File: src/rtl/bolucu_pkg.sv
// Shared types and constants for the bolucu iterative RV32M divider.
package bolucu_pkg;

    localparam int XLEN = 32;
    localparam int ITER = 32;

    localparam logic [XLEN-1:0] XMIN = {1'b1, {(XLEN-1){1'b0}}};

    typedef enum logic [1:0] {
        BOL_DIV  = 2'b00,
        BOL_DIVU = 2'b01,
        BOL_REM  = 2'b10,
        BOL_REMU = 2'b11
    } bol_op_e;

    typedef enum logic [1:0] {
        BOL_IDLE = 2'd0,
        BOL_CALC = 2'd1,
        BOL_FIX  = 2'd2,
        BOL_DONE = 2'd3
    } bol_state_e;

endpackage

File: src/rtl/bolucu_cikarici.sv
// 33-bit subtractor a - b for the restoring step; Kogge-Stone carry prefix
// built from grey/black cells, carry-in of 1 folded into bit 0.
module bolucu_cikarici
    import bolucu_pkg::*;
(
    input  logic [XLEN:0]   i_a,
    input  logic [XLEN:0]   i_b,
    output logic [XLEN-1:0] o_diff,
    output logic            o_borrow
);

    localparam int W   = XLEN + 1;
    localparam int LVL = $clog2(W);

    function automatic logic grey_cell(input logic gh, input logic ph, input logic gl);
        return gh | (ph & gl);
    endfunction

    function automatic logic [1:0] black_cell(input logic gh, input logic ph,
                                              input logic gl, input logic pl);
        return {gh | (ph & gl), ph & pl};
    endfunction

    logic [XLEN-1:0] prop0;
    logic [W-1:0]    g_c, p_c, g_n, p_n;

    assign prop0 = i_a[XLEN-1:0] ^ ~i_b[XLEN-1:0];

    always_comb begin
        g_c    = i_a & ~i_b;
        p_c    = i_a ^ ~i_b;
        g_c[0] = g_c[0] | p_c[0];
        g_n    = g_c;
        p_n    = p_c;
        for (int k = 0; k < LVL; k++) begin
            g_n = g_c;
            p_n = p_c;
            for (int i = (1 << k); i < W; i++) begin
                // Nodes whose span already reaches bit 0 only need the generate term
                if (i < (2 << k)) begin
                    g_n[i] = grey_cell(g_c[i], p_c[i], g_c[i - (1 << k)]);
                end else begin
                    {g_n[i], p_n[i]} = black_cell(g_c[i], p_c[i],
                                                  g_c[i - (1 << k)], p_c[i - (1 << k)]);
                end
            end
            g_c = g_n;
            p_c = p_n;
        end
        o_diff   = prop0 ^ {g_c[XLEN-2:0], 1'b1};
        o_borrow = ~g_c[XLEN];
    end

endmodule

File: src/rtl/bolucu.sv
// Iterative RV32M DIV/DIVU/REM/REMU unit with valid/ready result handshake.
// Optional result reuse cache enabled by defining BOLUCU_SONUC_YENIDEN_EN.
//
// state    | meaning
// IDLE     | ready for a request
// CALC     | 32 restoring steps on operand magnitudes
// FIX      | sign correction, quotient/remainder select
// DONE     | result valid, held until consumer takes it
module bolucu
    import bolucu_pkg::*;
(
    input  logic            i_clk,
    input  logic            i_rst_n,
    input  logic            i_valid,
    output logic            o_ready,
    input  logic [1:0]      i_op,
    input  logic [XLEN-1:0] i_rs1,
    input  logic [XLEN-1:0] i_rs2,
    input  logic            i_flush,
    output logic            o_valid,
    input  logic            i_ready,
    output logic [XLEN-1:0] o_result
);

    localparam logic [4:0] CNT_LOAD = 5'(ITER - 1);

    bol_state_e      state_q, state_d;
    logic [4:0]      cnt_q, cnt_d;
    logic [1:0]      op_q, op_d;
    logic            sgn1_q, sgn1_d, sgn2_q, sgn2_d;
    logic [XLEN-1:0] quo_q, quo_d, dvs_q, dvs_d, rem_q, rem_d, res_q, res_d;
    logic            vld_q, vld_d, rdy_q, rdy_d;

    logic            accept, fast_hit, reuse_hit, sub_borrow;
    logic [XLEN-1:0] fast_res, reuse_res, q_fix, r_fix, sub_diff;
    logic [XLEN:0]   sub_a;

    assign accept = i_valid && (state_q == BOL_IDLE) && !i_flush;
    assign sub_a  = {rem_q, quo_q[XLEN-1]};
    assign q_fix  = (sgn1_q ^ sgn2_q) ? -quo_q : quo_q;
    assign r_fix  = sgn1_q ? -rem_q : rem_q;

    bolucu_cikarici u_cikarici (
        .i_a      (sub_a),
        .i_b      ({1'b0, dvs_q}),
        .o_diff   (sub_diff),
        .o_borrow (sub_borrow)
    );

    always_comb begin
        fast_hit = 1'b1;
        fast_res = '0;
        if (i_rs2 == '0) begin
            fast_res = i_op[1] ? i_rs1 : '1;
        end else if (!i_op[0] && (i_rs1 == XMIN) && (i_rs2 == '1)) begin
            fast_res = i_op[1] ? '0 : XMIN;
        end else if (reuse_hit) begin
            fast_res = reuse_res;
        end else begin
            fast_hit = 1'b0;
        end
    end

    always_comb begin
        state_d = state_q;
        cnt_d   = cnt_q;
        op_d    = op_q;
        sgn1_d  = sgn1_q;
        sgn2_d  = sgn2_q;
        quo_d   = quo_q;
        dvs_d   = dvs_q;
        rem_d   = rem_q;
        res_d   = res_q;
        unique case (state_q)
            BOL_IDLE: begin
                if (accept) begin
                    op_d   = i_op;
                    sgn1_d = ~i_op[0] & i_rs1[XLEN-1];
                    sgn2_d = ~i_op[0] & i_rs2[XLEN-1];
                    quo_d  = sgn1_d ? -i_rs1 : i_rs1;
                    dvs_d  = sgn2_d ? -i_rs2 : i_rs2;
                    rem_d  = '0;
                    cnt_d  = CNT_LOAD;
                    if (fast_hit) begin
                        state_d = BOL_DONE;
                        res_d   = fast_res;
                    end else begin
                        state_d = BOL_CALC;
                    end
                end
            end
            BOL_CALC: begin
                quo_d = {quo_q[XLEN-2:0], ~sub_borrow};
                rem_d = sub_borrow ? sub_a[XLEN-1:0] : sub_diff;
                if (cnt_q == '0) begin
                    state_d = BOL_FIX;
                end else begin
                    cnt_d = cnt_q - 5'd1;
                end
            end
            BOL_FIX: begin
                res_d   = op_q[1] ? r_fix : q_fix;
                state_d = BOL_DONE;
            end
            BOL_DONE: begin
                if (i_ready) begin
                    state_d = BOL_IDLE;
                end
            end
            default: state_d = BOL_IDLE;
        endcase
        if (i_flush) begin
            state_d = BOL_IDLE;
        end
        // Handshake outputs are flopped copies of the next state decode
        rdy_d = (state_d == BOL_IDLE);
        vld_d = (state_d == BOL_DONE);
    end

    always_ff @(posedge i_clk or negedge i_rst_n) begin
        if (!i_rst_n) begin
            state_q <= BOL_IDLE;
            cnt_q   <= '0;
            op_q    <= '0;
            sgn1_q  <= 1'b0;
            sgn2_q  <= 1'b0;
            quo_q   <= '0;
            dvs_q   <= '0;
            rem_q   <= '0;
            res_q   <= '0;
            vld_q   <= 1'b0;
            rdy_q   <= 1'b1;
        end else begin
            state_q <= state_d;
            cnt_q   <= cnt_d;
            op_q    <= op_d;
            sgn1_q  <= sgn1_d;
            sgn2_q  <= sgn2_d;
            quo_q   <= quo_d;
            dvs_q   <= dvs_d;
            rem_q   <= rem_d;
            res_q   <= res_d;
            vld_q   <= vld_d;
            rdy_q   <= rdy_d;
        end
    end

    assign o_ready  = rdy_q;
    assign o_valid  = vld_q;
    assign o_result = res_q;

`ifdef BOLUCU_SONUC_YENIDEN_EN
    logic            ru_vld_q, ru_vld_d, ru_sgn_q, ru_sgn_d;
    logic [XLEN-1:0] ru_rs1_q, ru_rs1_d, ru_rs2_q, ru_rs2_d;
    logic [XLEN-1:0] ru_quo_q, ru_quo_d, ru_rem_q, ru_rem_d;
    logic [XLEN-1:0] tag_rs1_q, tag_rs1_d, tag_rs2_q, tag_rs2_d;

    always_comb begin
        ru_vld_d  = ru_vld_q;
        ru_sgn_d  = ru_sgn_q;
        ru_rs1_d  = ru_rs1_q;
        ru_rs2_d  = ru_rs2_q;
        ru_quo_d  = ru_quo_q;
        ru_rem_d  = ru_rem_q;
        tag_rs1_d = tag_rs1_q;
        tag_rs2_d = tag_rs2_q;
        if (accept) begin
            tag_rs1_d = i_rs1;
            tag_rs2_d = i_rs2;
        end
        // Both results are kept so a DIV can feed a following REM and vice versa
        if (state_q == BOL_FIX) begin
            ru_vld_d = 1'b1;
            ru_sgn_d = ~op_q[0];
            ru_rs1_d = tag_rs1_q;
            ru_rs2_d = tag_rs2_q;
            ru_quo_d = q_fix;
            ru_rem_d = r_fix;
        end
        if (i_flush) begin
            ru_vld_d = 1'b0;
        end
    end

    always_ff @(posedge i_clk or negedge i_rst_n) begin
        if (!i_rst_n) begin
            ru_vld_q  <= 1'b0;
            ru_sgn_q  <= 1'b0;
            ru_rs1_q  <= '0;
            ru_rs2_q  <= '0;
            ru_quo_q  <= '0;
            ru_rem_q  <= '0;
            tag_rs1_q <= '0;
            tag_rs2_q <= '0;
        end else begin
            ru_vld_q  <= ru_vld_d;
            ru_sgn_q  <= ru_sgn_d;
            ru_rs1_q  <= ru_rs1_d;
            ru_rs2_q  <= ru_rs2_d;
            ru_quo_q  <= ru_quo_d;
            ru_rem_q  <= ru_rem_d;
            tag_rs1_q <= tag_rs1_d;
            tag_rs2_q <= tag_rs2_d;
        end
    end

    assign reuse_hit = ru_vld_q && (i_rs1 == ru_rs1_q) && (i_rs2 == ru_rs2_q)
                       && (ru_sgn_q == ~i_op[0]);
    assign reuse_res = i_op[1] ? ru_rem_q : ru_quo_q;
`else
    assign reuse_hit = 1'b0;
    assign reuse_res = '0;
`endif

endmodule

File: config.mk
export PLATFORM = sky130hd
export DESIGN_NAME = bolucu
export DESIGN_NICKNAME = d
export VERILOG_FILES = /design/src/rtl/bolucu_pkg.sv /design/src/rtl/bolucu_cikarici.sv /design/src/rtl/bolucu.sv
export SDC_FILE = /design/constraint.sdc
export NUM_CORES = 1
export LEC_CHECK = 0
export BUFFER_PORTS_ARGS = -buffer_cell sky130_fd_sc_hd__buf_2
export CAP_MARGIN = 5
export CELL_PAD_IN_SITES_DETAIL_PLACEMENT = 1
export CELL_PAD_IN_SITES_GLOBAL_PLACEMENT = 2
export CORE_MARGIN = 2
export CORE_UTILIZATION = 40
export CTS_BUF_LIST = sky130_fd_sc_hd__clkbuf_4 sky130_fd_sc_hd__clkbuf_8
export DETAILED_ROUTE_END_ITERATION = 16
export GPL_TIMING_DRIVEN = 1
export MAX_ROUTING_LAYER = met4
export PLACE_DENSITY_LB_ADDON = 0.1
export SYNTH_ARGS = -nofsm -noshare
export SYNTH_HDL_FRONTEND = slang
export SYNTH_HIERARCHICAL = 1
export SYNTH_SLANG_ARGS = --single-unit
File: constraint.sdc
create_clock -name i_clk -period 9.7 [get_ports i_clk]
set_input_delay 0.485 -clock i_clk [delete_from_list [all_inputs] [get_ports i_clk]]
set_output_delay 0.485 -clock i_clk [all_outputs]
set_load 0.01 [all_outputs]
* Word level (Yosys, flattened, before mapping) *
Cells that the tools add are included.

word-level totals
  bits in registers = 141
  bits of input ports = 71
  output and inout port bits = 34

operators by class
  add/sub/neg operators = 5
  equality and inequality tests = 9
  multiplexer cells = 28
  bitwise logic cells = 370
  reductions and logical operators = 16

operators with widths
  cell                    number
  $mux W32                14
  $and A1 B1 Y1           231
  $pmux W32 S2            3
  $or A1 B1 Y1            131
  $neg A32 Y32            4
  $eq A32 B32 Y1 const B  2
  $xor A32 B32 Y32        2
  $and A33 B33 Y33        1
  $not A32 Y33            1
  $xor A33 B33 Y33        1
  $logic_not A32 Y1       1
  $not A32 Y32            1
  $mux W2                 5
  $mux W5                 2
  $pmux W5 S2             1
  $pmux W2 S4             1
  $eq A2 B2 Y1 const B    3
  $ne A2 B2 Y1 const B    3
  $reduce_and A3 Y1       2
  $logic_not A5 Y1        1
  $sub A5 B1 Y5 const B   1
  $logic_and A1 B1 Y1     4
  $logic_not A2 Y1        2
  $reduce_and A2 Y1       2
  6 further kinds         9

* Logic depth before layout (Yosys ltp) *
Gate-level depths: netlist of run 1.

  depth after elaboration = 15
  depth in mapped cells = 14
  gate-level depth less buffers = 13

* Modules after synthesis *
Netlist of run 1, hierarchy kept.

modules (own cells, without submodules)
  module           times used  cells each  area each (um2)  sequential area each (um2)
  bolucu           1           1105        9389.0           3504.6
  bolucu_cikarici  1           263         1747.9           0.0

* Worst setup path before layout of run 1 *
OpenSTA, ideal clock, no wires.

  path type = reg-to-reg
  start = register rem_q[9]
  end = register rem_q[13]
  library setup time = 0.133 ns
  arrival = 2.971 ns
  slack = 6.595 ns
  stages on the path, launching flop included = 13
  clock period less this slack = 3.105 ns
  path through = dfrtp_1 -> ha_1 -> a21oi_1 -> o21ai_0 -> or3_1 -> o2111ai_1 -> nand3_1 -> nand4_1 -> o2bb2ai_1 -> clkbuf_1 -> clkbuf_1 -> mux2i_1 -> o21ai_0

between the ends
  word-level cells in the longest chain between the ends = 13
  elaborated cells between the ends (all ways) = 27

RTL lines
  item                       RTL line               text
  start, declared            bolucu.sv:31           logic [XLEN-1:0] quo_q, quo_d, dvs_q, dvs_d, rem_q, rem_d, res_q, res_d;
  start signal, assigned     bolucu.sv:141          rem_q <= rem_d;
  $xor A33 B33 Y33           bolucu_cikarici.sv:31  p_c = i_a ^ ~i_b;
  $and A1 B1 Y1              bolucu_cikarici.sv:21  return {gh | (ph & gl), ph & pl};
  $or A1 B1 Y1               bolucu_cikarici.sv:21
  $and A1 B1 Y1              bolucu_cikarici.sv:21
  $or A1 B1 Y1               bolucu_cikarici.sv:21
  $and A1 B1 Y1              bolucu_cikarici.sv:21
  $or A1 B1 Y1 (2 in a row)  bolucu_cikarici.sv:21
  $and A1 B1 Y1              bolucu_cikarici.sv:21
  $or A1 B1 Y1               bolucu_cikarici.sv:21
  $or A1 B1 Y1               bolucu_cikarici.sv:16  return gh | (ph & gl);
  $mux W32 *                 bolucu.sv:94           rem_d = sub_borrow ? sub_a[XLEN-1:0] : sub_diff;
  $pmux W32 S2 *             bolucu.sv:74           unique case (state_q)

Mark *: on every way between the ends. The rest lies on a longest branch, timed or not.
A chain may end at the register's enable or synchronous reset.

* Worst setup path in the final report of run 1 *
  start = register rem_q[9]
  end = register rem_q[9]

between the ends
  word-level cells in the longest chain between the ends = 13
  elaborated cells between the ends (all ways) = 21

RTL lines
  item                       RTL line
  $xor A33 B33 Y33           bolucu_cikarici.sv:31
  $and A1 B1 Y1              bolucu_cikarici.sv:21
  $or A1 B1 Y1               bolucu_cikarici.sv:21
  $and A1 B1 Y1              bolucu_cikarici.sv:21
  $or A1 B1 Y1               bolucu_cikarici.sv:21
  $and A1 B1 Y1              bolucu_cikarici.sv:21
  $or A1 B1 Y1 (2 in a row)  bolucu_cikarici.sv:21
  $and A1 B1 Y1              bolucu_cikarici.sv:21
  $or A1 B1 Y1               bolucu_cikarici.sv:21
  $or A1 B1 Y1 *             bolucu_cikarici.sv:16
  $mux W32 *                 bolucu.sv:94
  $pmux W32 S2 *             bolucu.sv:74

Marked as above.

==> results.py, run 1 <==
metrics = {
    "logic_synthesis": {
        "synth_xor_area_frac": 0.1070,
        "synth_seq_cells": 140,
        "syn_inst": 1368,
        "ys_async_sr_fraction": 1.000,
        "synth_cell_type_count": 77,
        "syn_avg_cell_area_um2": 8.141,
        "synth_fa_ha_area_frac": 0.04674,
        "yosys_warnings": 6,
        "yosys_most_used_dff": "dfrtp_1",
        "synth_top_family_by_area": "compound AO/OA/AOI/OAI gates",
        "synth_edf_count": 0,
        "synth_compound_area_frac": 0.2399,
        "synth-simple-area-share": 0.1899,
        "synth.area.mux_share": 0.04606,
        "synth_fp_nets": 1480,
        "synthesis.area_um2": 11140,
        "synth_seq_area_share": 0.3147,
    },
    "timing": {
        "maxSlewViolCount": 0,
        "hold_viol_final": 0,
        "period_minus_slack_ps": 3486,
        "fmax_mhz": 286.9,
        "rsz0062_at_grt": "no",
        "tightest_slew_ps": 1111,
        "max-slew-margin-rel": 0.2587,
        "fin_worst_skew_ps": 19.56,
        "finalWorstSetupSlack_ps": 6214,
        "tns_ps": 0,
        "timing.final.crit_share": 0.3594,
        "setup_viol": 0,
    },
    "layout": {
        "regArea_um2": 3505,
        "fillers": 3411,
        "area_delta_synth_final_pct": 10.85,
        "multi_input_area_um2": 7061,
        "layout.nets": 1528,
        "drive_gt1_frac": 0.1337,
        "diodes": 0,
        "final_core_util": 0.4468,
    },
    "floorplanning": {
        "dieHeight_um": 170.9,
        "die_width_um": 170.9,
        "initial_core_util": 0.4031,
        "core_um2": 27630,
        "fp.dieArea_um2": 29190,
        "ios": 105,
        "fp-row-count": 61,
    },
    "route": {
        "viasPerCell": 5.816,
        "wl_mm": 37.30,
        "ant_nets": 0,
        "drc_errors": 0,
        "wl_per_cell_um": 20.64,
        "drtPass1Iterations": 5,
        "dr_total_vias": 10510,
        "drtIter0Drc": 603,
    },
    "clocking": {
        "cts_made_buffers": 17,
        "htree_levels": 4,
        "cts.repair.resized": 0,
        "clock_latency_ps": 460,
        "tritoncts": "built",
        "root_buffer": "clkbuf_8",
        "cts_hold_buffers": 0,
        "path_clk_slew_ps": 100,
        "clkSinkCount": 140,
        "cts_setup_buffers": 0,
        "cts.path.max_buffers": 2,
    },
    "critical_path": {
        "crit_fanout": 33,
        "critPathLaunchType": "flop",
        "worstSetupEndpointType": "flop",
        "path_cells": "ha_1 -> a21oi_1 -> o21ai_0 -> or3_1 -> o2111ai_1 -> nand3_1 -> nand4_1 -> o2bb2ai_4 -> buf_4 -> mux2i_1 -> o21ai_0",
        "required_ps": 10000,
        "crit_path_frequent_cell": "o21ai_0",
        "slowest_delay_ps": 470,
        "slowest_stage": "buf_4",
        "path_class": "reg -> reg",
        "arrival_ps": 3790,
    },
    "global_routing": {
        "antenna_found_initial": 0,
        "grt.total_usage": 0.2654,
        "use_met2": 0.4186,
        "grtUsageMet3": 0.03077,
        "grt_pass1_wl_mm": 59.08,
        "grt.met1_usage": 0.3630,
        "grt_most_used_layer": "met2",
        "grt_max_degree": 73,
        "grt_pass1_vias": 10400,
        "overflow": 0,
    },
    "placed_design": {
        "hpwl_mm": 28.33,
        "port_buffers": 104,
        "pre_cts_slack_ps": 6111,
        "gp_congestion": 0.8313,
    },
    "pwr": {
        "pwr_density_cell_nw_per_um2": 245.3,
        "leakage_nw": 5.274,
        "peakVddDrop_v": 0.00009057,
    },
    "job": {
        "drv_cap": 0,
    },
    "outcome": {
        "outcome": "finished, final reports clean",
    },
    "min_path": {
        "min_path_type": "in -> async",
    },
}
==> where the power goes <==
group | total (mW) | internal (mW) | switching [mW]
Sequential | 0.917 | 0.700 | 0.217
Combinational | 1.61 | 0.663 | 0.943
Clock | 0.505 | 0.241 | 0.265
Total | 3.03 | 1.60 | 1.42
==> worst max-delay path, delay by kind of cell (launching register included) <==
family                   cells  cell delay, ps
AO/OA/AOI/OAI                5             950
AND/OR/NAND/NOR              3             750
buffers and inverters        1             470
flip-flops                   1             460
adder cells (fa/ha/maj)      1             410
multiplexers                 1             260
==> through the flow <==
step	hold slack (ps)	instance area [um^2]	total power [mW]	instances
2_1_floorplan	189.4	11140	2.058	1368
3_3_place_gp	461.7	11940	2.483	1775
3_5_place_dp	470.2	11940	2.520	1775
4_1_cts	18.82	12350	3.041	1807
5_1_grt	43.53	12350	3.277	1807
6_report	11.34	12350	3.028	1807
==> area by class of cell <==
cell class              count  share of cell area
inverters                  64             0.01946
well taps                 378             0.03831
flip-flops and latches    140              0.2839
clock inverters            14             0.01277
multi-input cells        1071              0.5719
clock buffers              18             0.02007
repair buffers            122             0.05361
==> layer usage <==
layer / vias up / wire [um]
met5: - / 0
met4: 0 / 702
met3: 38 / 1454
met2: 233 / 17130
met1: 5144 / 18010
li1: 5095 / -
==> path summary, 6_finish.rpt <==
path / from / end / slack (ps) / cells after the start
worst max-delay path: rem_q[9] / rem_q[9] / 6210 / 11
worst min-delay path: i_rst_n / cnt_q[2] / 10 / 1
worst max register to register: rem_q[9] / rem_q[9] / 6210 / 11
worst min register to register: dvs_q[28] / dvs_q[28] / 480 / 2
max in group asynchronous: i_rst_n / o_result[4] / 8250 / 2
min in group i_clk: i_valid / o_ready / 200 / 2
==> cells in the mapped netlist (all sizes together) (40+ instances only) <==
cell	n	area share
nand2	104	0.037
nand3	51	0.023
xnor2	78	0.061
mux2i	43	0.039
xor2	58	0.046
a21oi	73	0.033
dfrtp	139	0.31
clkbuf	82	0.028
inv	64	0.022
ha	40	0.045
nor2	102	0.035
o21ai	150	0.067
==> registers in the layout, indices dropped and copies added, names as in the netlist, 2 cells and up <==
| signal | cells |
|---|---|
| cnt_q | 5 |
| dvs_q | 32 |
| o_result | 32 |
| quo_q | 32 |
| rem_q | 32 |
| state_q | 2 |
==> cells in the final DEF, fill, tap and decap left out, types with 7 or more instances in the layout <==
cell type / instances
nor2_1: 99
o31ai_1: 24
or3_1: 15
buf_4: 18
a221o_1: 7
ha_1: 40
or4_1: 16
nor2b_1: 7
nand4_1: 22
o21a_1: 9
o21ai_0: 148
o41ai_1: 13
nor3_1: 39
nand2b_1: 9
clkbuf_8: 18
a22oi_1: 30
nand2_1: 103
a31oi_1: 23
a21o_1: 7
dfrtp_1: 139
buf_2: 103
mux2i_1: 43
nor4_1: 17
nand3_1: 51
o22ai_1: 24
a21oi_1: 73
inv_1: 64
xnor2_1: 77
xor2_1: 57
==> logic make-up (layout without fill, tap and decap cells) <==
group                    Yosys count  after routing
AO/OA/AOI/OAI                    422            422
XOR/XNOR                         136            136
adder cells (fa/ha/maj)           41             41
buffers and inverters            157            218
flip-flops                       140            140
multiplexers                      50             50
other                              1              1
AND/OR/NAND/NOR                  421            421
Note: power is estimated with default switching activity, not from simulation.
==> run 2: changes to the inputs <==
--- a/config.mk
+++ b/config.mk
@@ -10,7 +10,7 @@
 export CELL_PAD_IN_SITES_DETAIL_PLACEMENT = 1
 export CELL_PAD_IN_SITES_GLOBAL_PLACEMENT = 2
 export CORE_MARGIN = 2
-export CORE_UTILIZATION = 40
+export CORE_UTILIZATION = 34
 export CTS_BUF_LIST = sky130_fd_sc_hd__clkbuf_4 sky130_fd_sc_hd__clkbuf_8
 export DETAILED_ROUTE_END_ITERATION = 16
 export GPL_TIMING_DRIVEN = 1
==> constraint.sdc (replaced) <==
create_clock -name i_clk -period 3 [get_ports i_clk]
set_input_delay 0.15 -clock i_clk [delete_from_list [all_inputs] [get_ports i_clk]]
set_output_delay 0.15 -clock i_clk [all_outputs]
set_load 0.01 [all_outputs]
==> results.py, run 2 (synthesis results as in run 1) <==
metrics = {
    "min_path": {
        "holdPathStages": 3,
        "min_path_type": "in -> reg",
    },
    "pwr": {
        "switchingPower_mw": 4.848,
        "peakVddDrop_v": 0.0003320,
        "p_comb_frac": 0.587,
        "p_clk_frac": 0.161,
        "seqPwrFrac": 0.252,
        "p_int_mw": 6.020,
        "pwr_density_cell_nw_per_um2": 803.4,
        "switching_share": 0.4461,
        "leakage_nw": 5.890,
    },
    "critical_path": {
        "path_cells": "ha_1 -> a21oi_2 -> o21ai_2 -> or3_4 -> o2111ai_2 -> buf_4 -> nand3_2 -> nand4_1 -> o2bb2ai_4 -> clkbuf_16 -> mux2i_1 -> o21ai_0",
        "arrival_ps": 3160,
        "worstSetupEndpointType": "flop",
        "critPathLaunchType": "flop",
        "path_class": "reg -> reg",
        "slowest_stage": "dfrtp_1",
        "slowest_delay_ps": 390,
        "crit_fanout": 8,
        "r2r_end": "rem_q[3]",
        "crit_end": "rem_q[3]",
        "reg2reg_depth": 12,
        "reg2reg_slack_ps": 180,
        "required_ps": 3340,
        "reg2reg_from": "rem_q[7]",
        "startpoint": "rem_q[7]",
    },
    "floorplanning": {
        "dieHeight_um": 185.0,
        "die_width_um": 185.0,
        "initial_core_util": 0.3440,
        "ios": 105,
        "fp.dieArea_um2": 34220,
        "fp-row-count": 66,
        "core_um2": 32370,
    },
    "placed_design": {
        "pre_cts_slack_ps": 65.20,
        "port_buffers": 104,
        "post-place-cells": 1929,
        "hpwl_mm": 31.29,
        "gp_congestion": 0.8959,
    },
    "timing": {
        "timing.final.crit_share": 0.9409,
        "hold_viol_final": 0,
        "rsz0062_at_grt": "no",
        "setup_viol": 0,
        "period_minus_slack_ps": 2823,
        "finalWorstSetupSlack_ps": 177.2,
        "holdWs_ps": 28.01,
        "tns_ps": 0,
        "maxSlewViolCount": 0,
        "fmax_mhz": 354.3,
        "fin_worst_skew_ps": 20.78,
        "tightest_slew_ps": 952.0,
        "max-slew-margin-rel": 0.3622,
    },
    "global_routing": {
        "grt_pass1_wl_mm": 63.50,
        "grt.met1_usage": 0.3462,
        "grt.total_usage": 0.2488,
        "overflow": 0,
        "antenna_found_initial": 0,
        "grtUsageMet3": 0.02536,
        "use_met2": 0.3919,
        "grt_pass1_vias": 10900,
        "grt_max_degree": 86,
        "grt_most_used_layer": "met2",
    },
    "layout": {
        "layout_commonest_cell": "o21ai_0",
        "fin_cells": 1985,
        "area_delta_synth_final_pct": 21.47,
        "fillers": 3890,
        "drive_gt1_frac": 0.1925,
        "layout.nets": 1642,
        "diodes": 0,
        "mostFrequentLayoutCells": "147 x o21ai_0, 139 x dfrtp_1, 103 x nand2_1, 103 x buf_2, 103 x buf_4",
    },
    "clocking": {
        "root_buffer": "clkbuf_8",
        "cts.path.max_buffers": 2,
        "clkSinkCount": 140,
        "htree_levels": 4,
        "cts_made_buffers": 17,
        "tritoncts": "built",
        "clock_latency_ps": 480,
        "path_clk_slew_ps": 90,
    },
    "route": {
        "wl_per_cell_um": 20.54,
        "viasPerCell": 5.492,
        "drc_errors": 0,
        "drtIter0Drc": 674,
        "drtPass1Iterations": 5,
        "wl_mm": 40.77,
        "dr_total_vias": 10900,
        "ant_nets": 0,
    },
    "job": {
        "drv_cap": 0,
    },
    "outcome": {
        "outcome": "finished, final reports clean",
    },
}
[run 2: cell types whose count changed in the layout (fill, tap and decap cells not counted), moves of 3 or more]
| cell | change |
|---|---|
| a21oi_1 | -3 |
| a21oi_2 | +3 |
| buf_12 | +5 |
| buf_4 | +85 |
| buf_6 | +3 |
| clkinv_2 | +3 |
| dlygate4sd3_1 | +19 |
| ha_1 | -3 |
| inv_6 | -4 |
[run 2: power by group through the flow]
stage	sequential (mW)	combinational (mW)	clock (mW)
floorplan	2.65	4.00	0
global placement	2.76	6.02	0
detailed placement	2.77	6.09	0
CTS	2.74	6.13	1.79
global route	2.81	7.06	1.87
finish	2.74	6.38	1.75
[run 2: worst min path at each step]
stage	slack [ps]	to	startpoint
after floorplan	-150	cnt_q[0]	i_rst_n
after global placement	150	quo_q[27]	i_rst_n
after detailed placement	160	quo_q[27]	i_rst_n
after CTS	0.8	quo_q[16]	i_rs1[16]
after global routing	10	quo_q[10]	i_rs1[10]
final	30	dvs_q[25]	i_rs2[25]
[run 2: layer usage]
metal | share of wire | vias up | wire (um)
li1 | - | 5317 | -
met5 | 0 | - | 0
met4 | 0.013 | 0 | 548
met2 | 0.46 | 212 | 18860
met1 | 0.49 | 5344 | 20110
met3 | 0.031 | 29 | 1250
[run 2: through the flow]
stage               total power, mW  area, um^2    util
floorplan                     6.653       11140       -
global placement              8.782       12750  0.3938
detailed placement            8.861       12750  0.3938
CTS                           10.66       13370  0.4130
global route                  11.74       13530  0.4179
finish                        10.87       13530  0.4179
[run 2: what timing repair did]
action	4_1_cts	5_1_grt
setup buffers	0	3
gates resized for setup	0	18
hold buffers	19	0
hold endpoints to repair	64	0
setup endpoints to repair	0	32
[run 2: cell type report]
class | instances | area [um^2] | area share
Clock buffer | 17 | 234.0 | 0.01730
Clock inverter | 15 | 196.4 | 0.01452
Inverter | 64 | 240.2 | 0.01776
Multi-Input combinational cell | 1071 | 7126 | 0.5267
Sequential cell | 140 | 3505 | 0.2591
Tap cell | 442 | 553.0 | 0.04088
Timing Repair Buffer | 236 | 1674 | 0.1238
[run 2: critical path, delay by kind of cell, from the launching register on]
| family | cells | cell delay [ps] |
|---|---|---|
| AO/OA/AOI/OAI | 5 | 750 |
| adder cells (fa/ha/maj) | 1 | 330 |
| buffers and inverters | 2 | 410 |
| flip-flops | 1 | 390 |
| multiplexers | 1 | 180 |
| AND/OR/NAND/NOR | 3 | 630 |
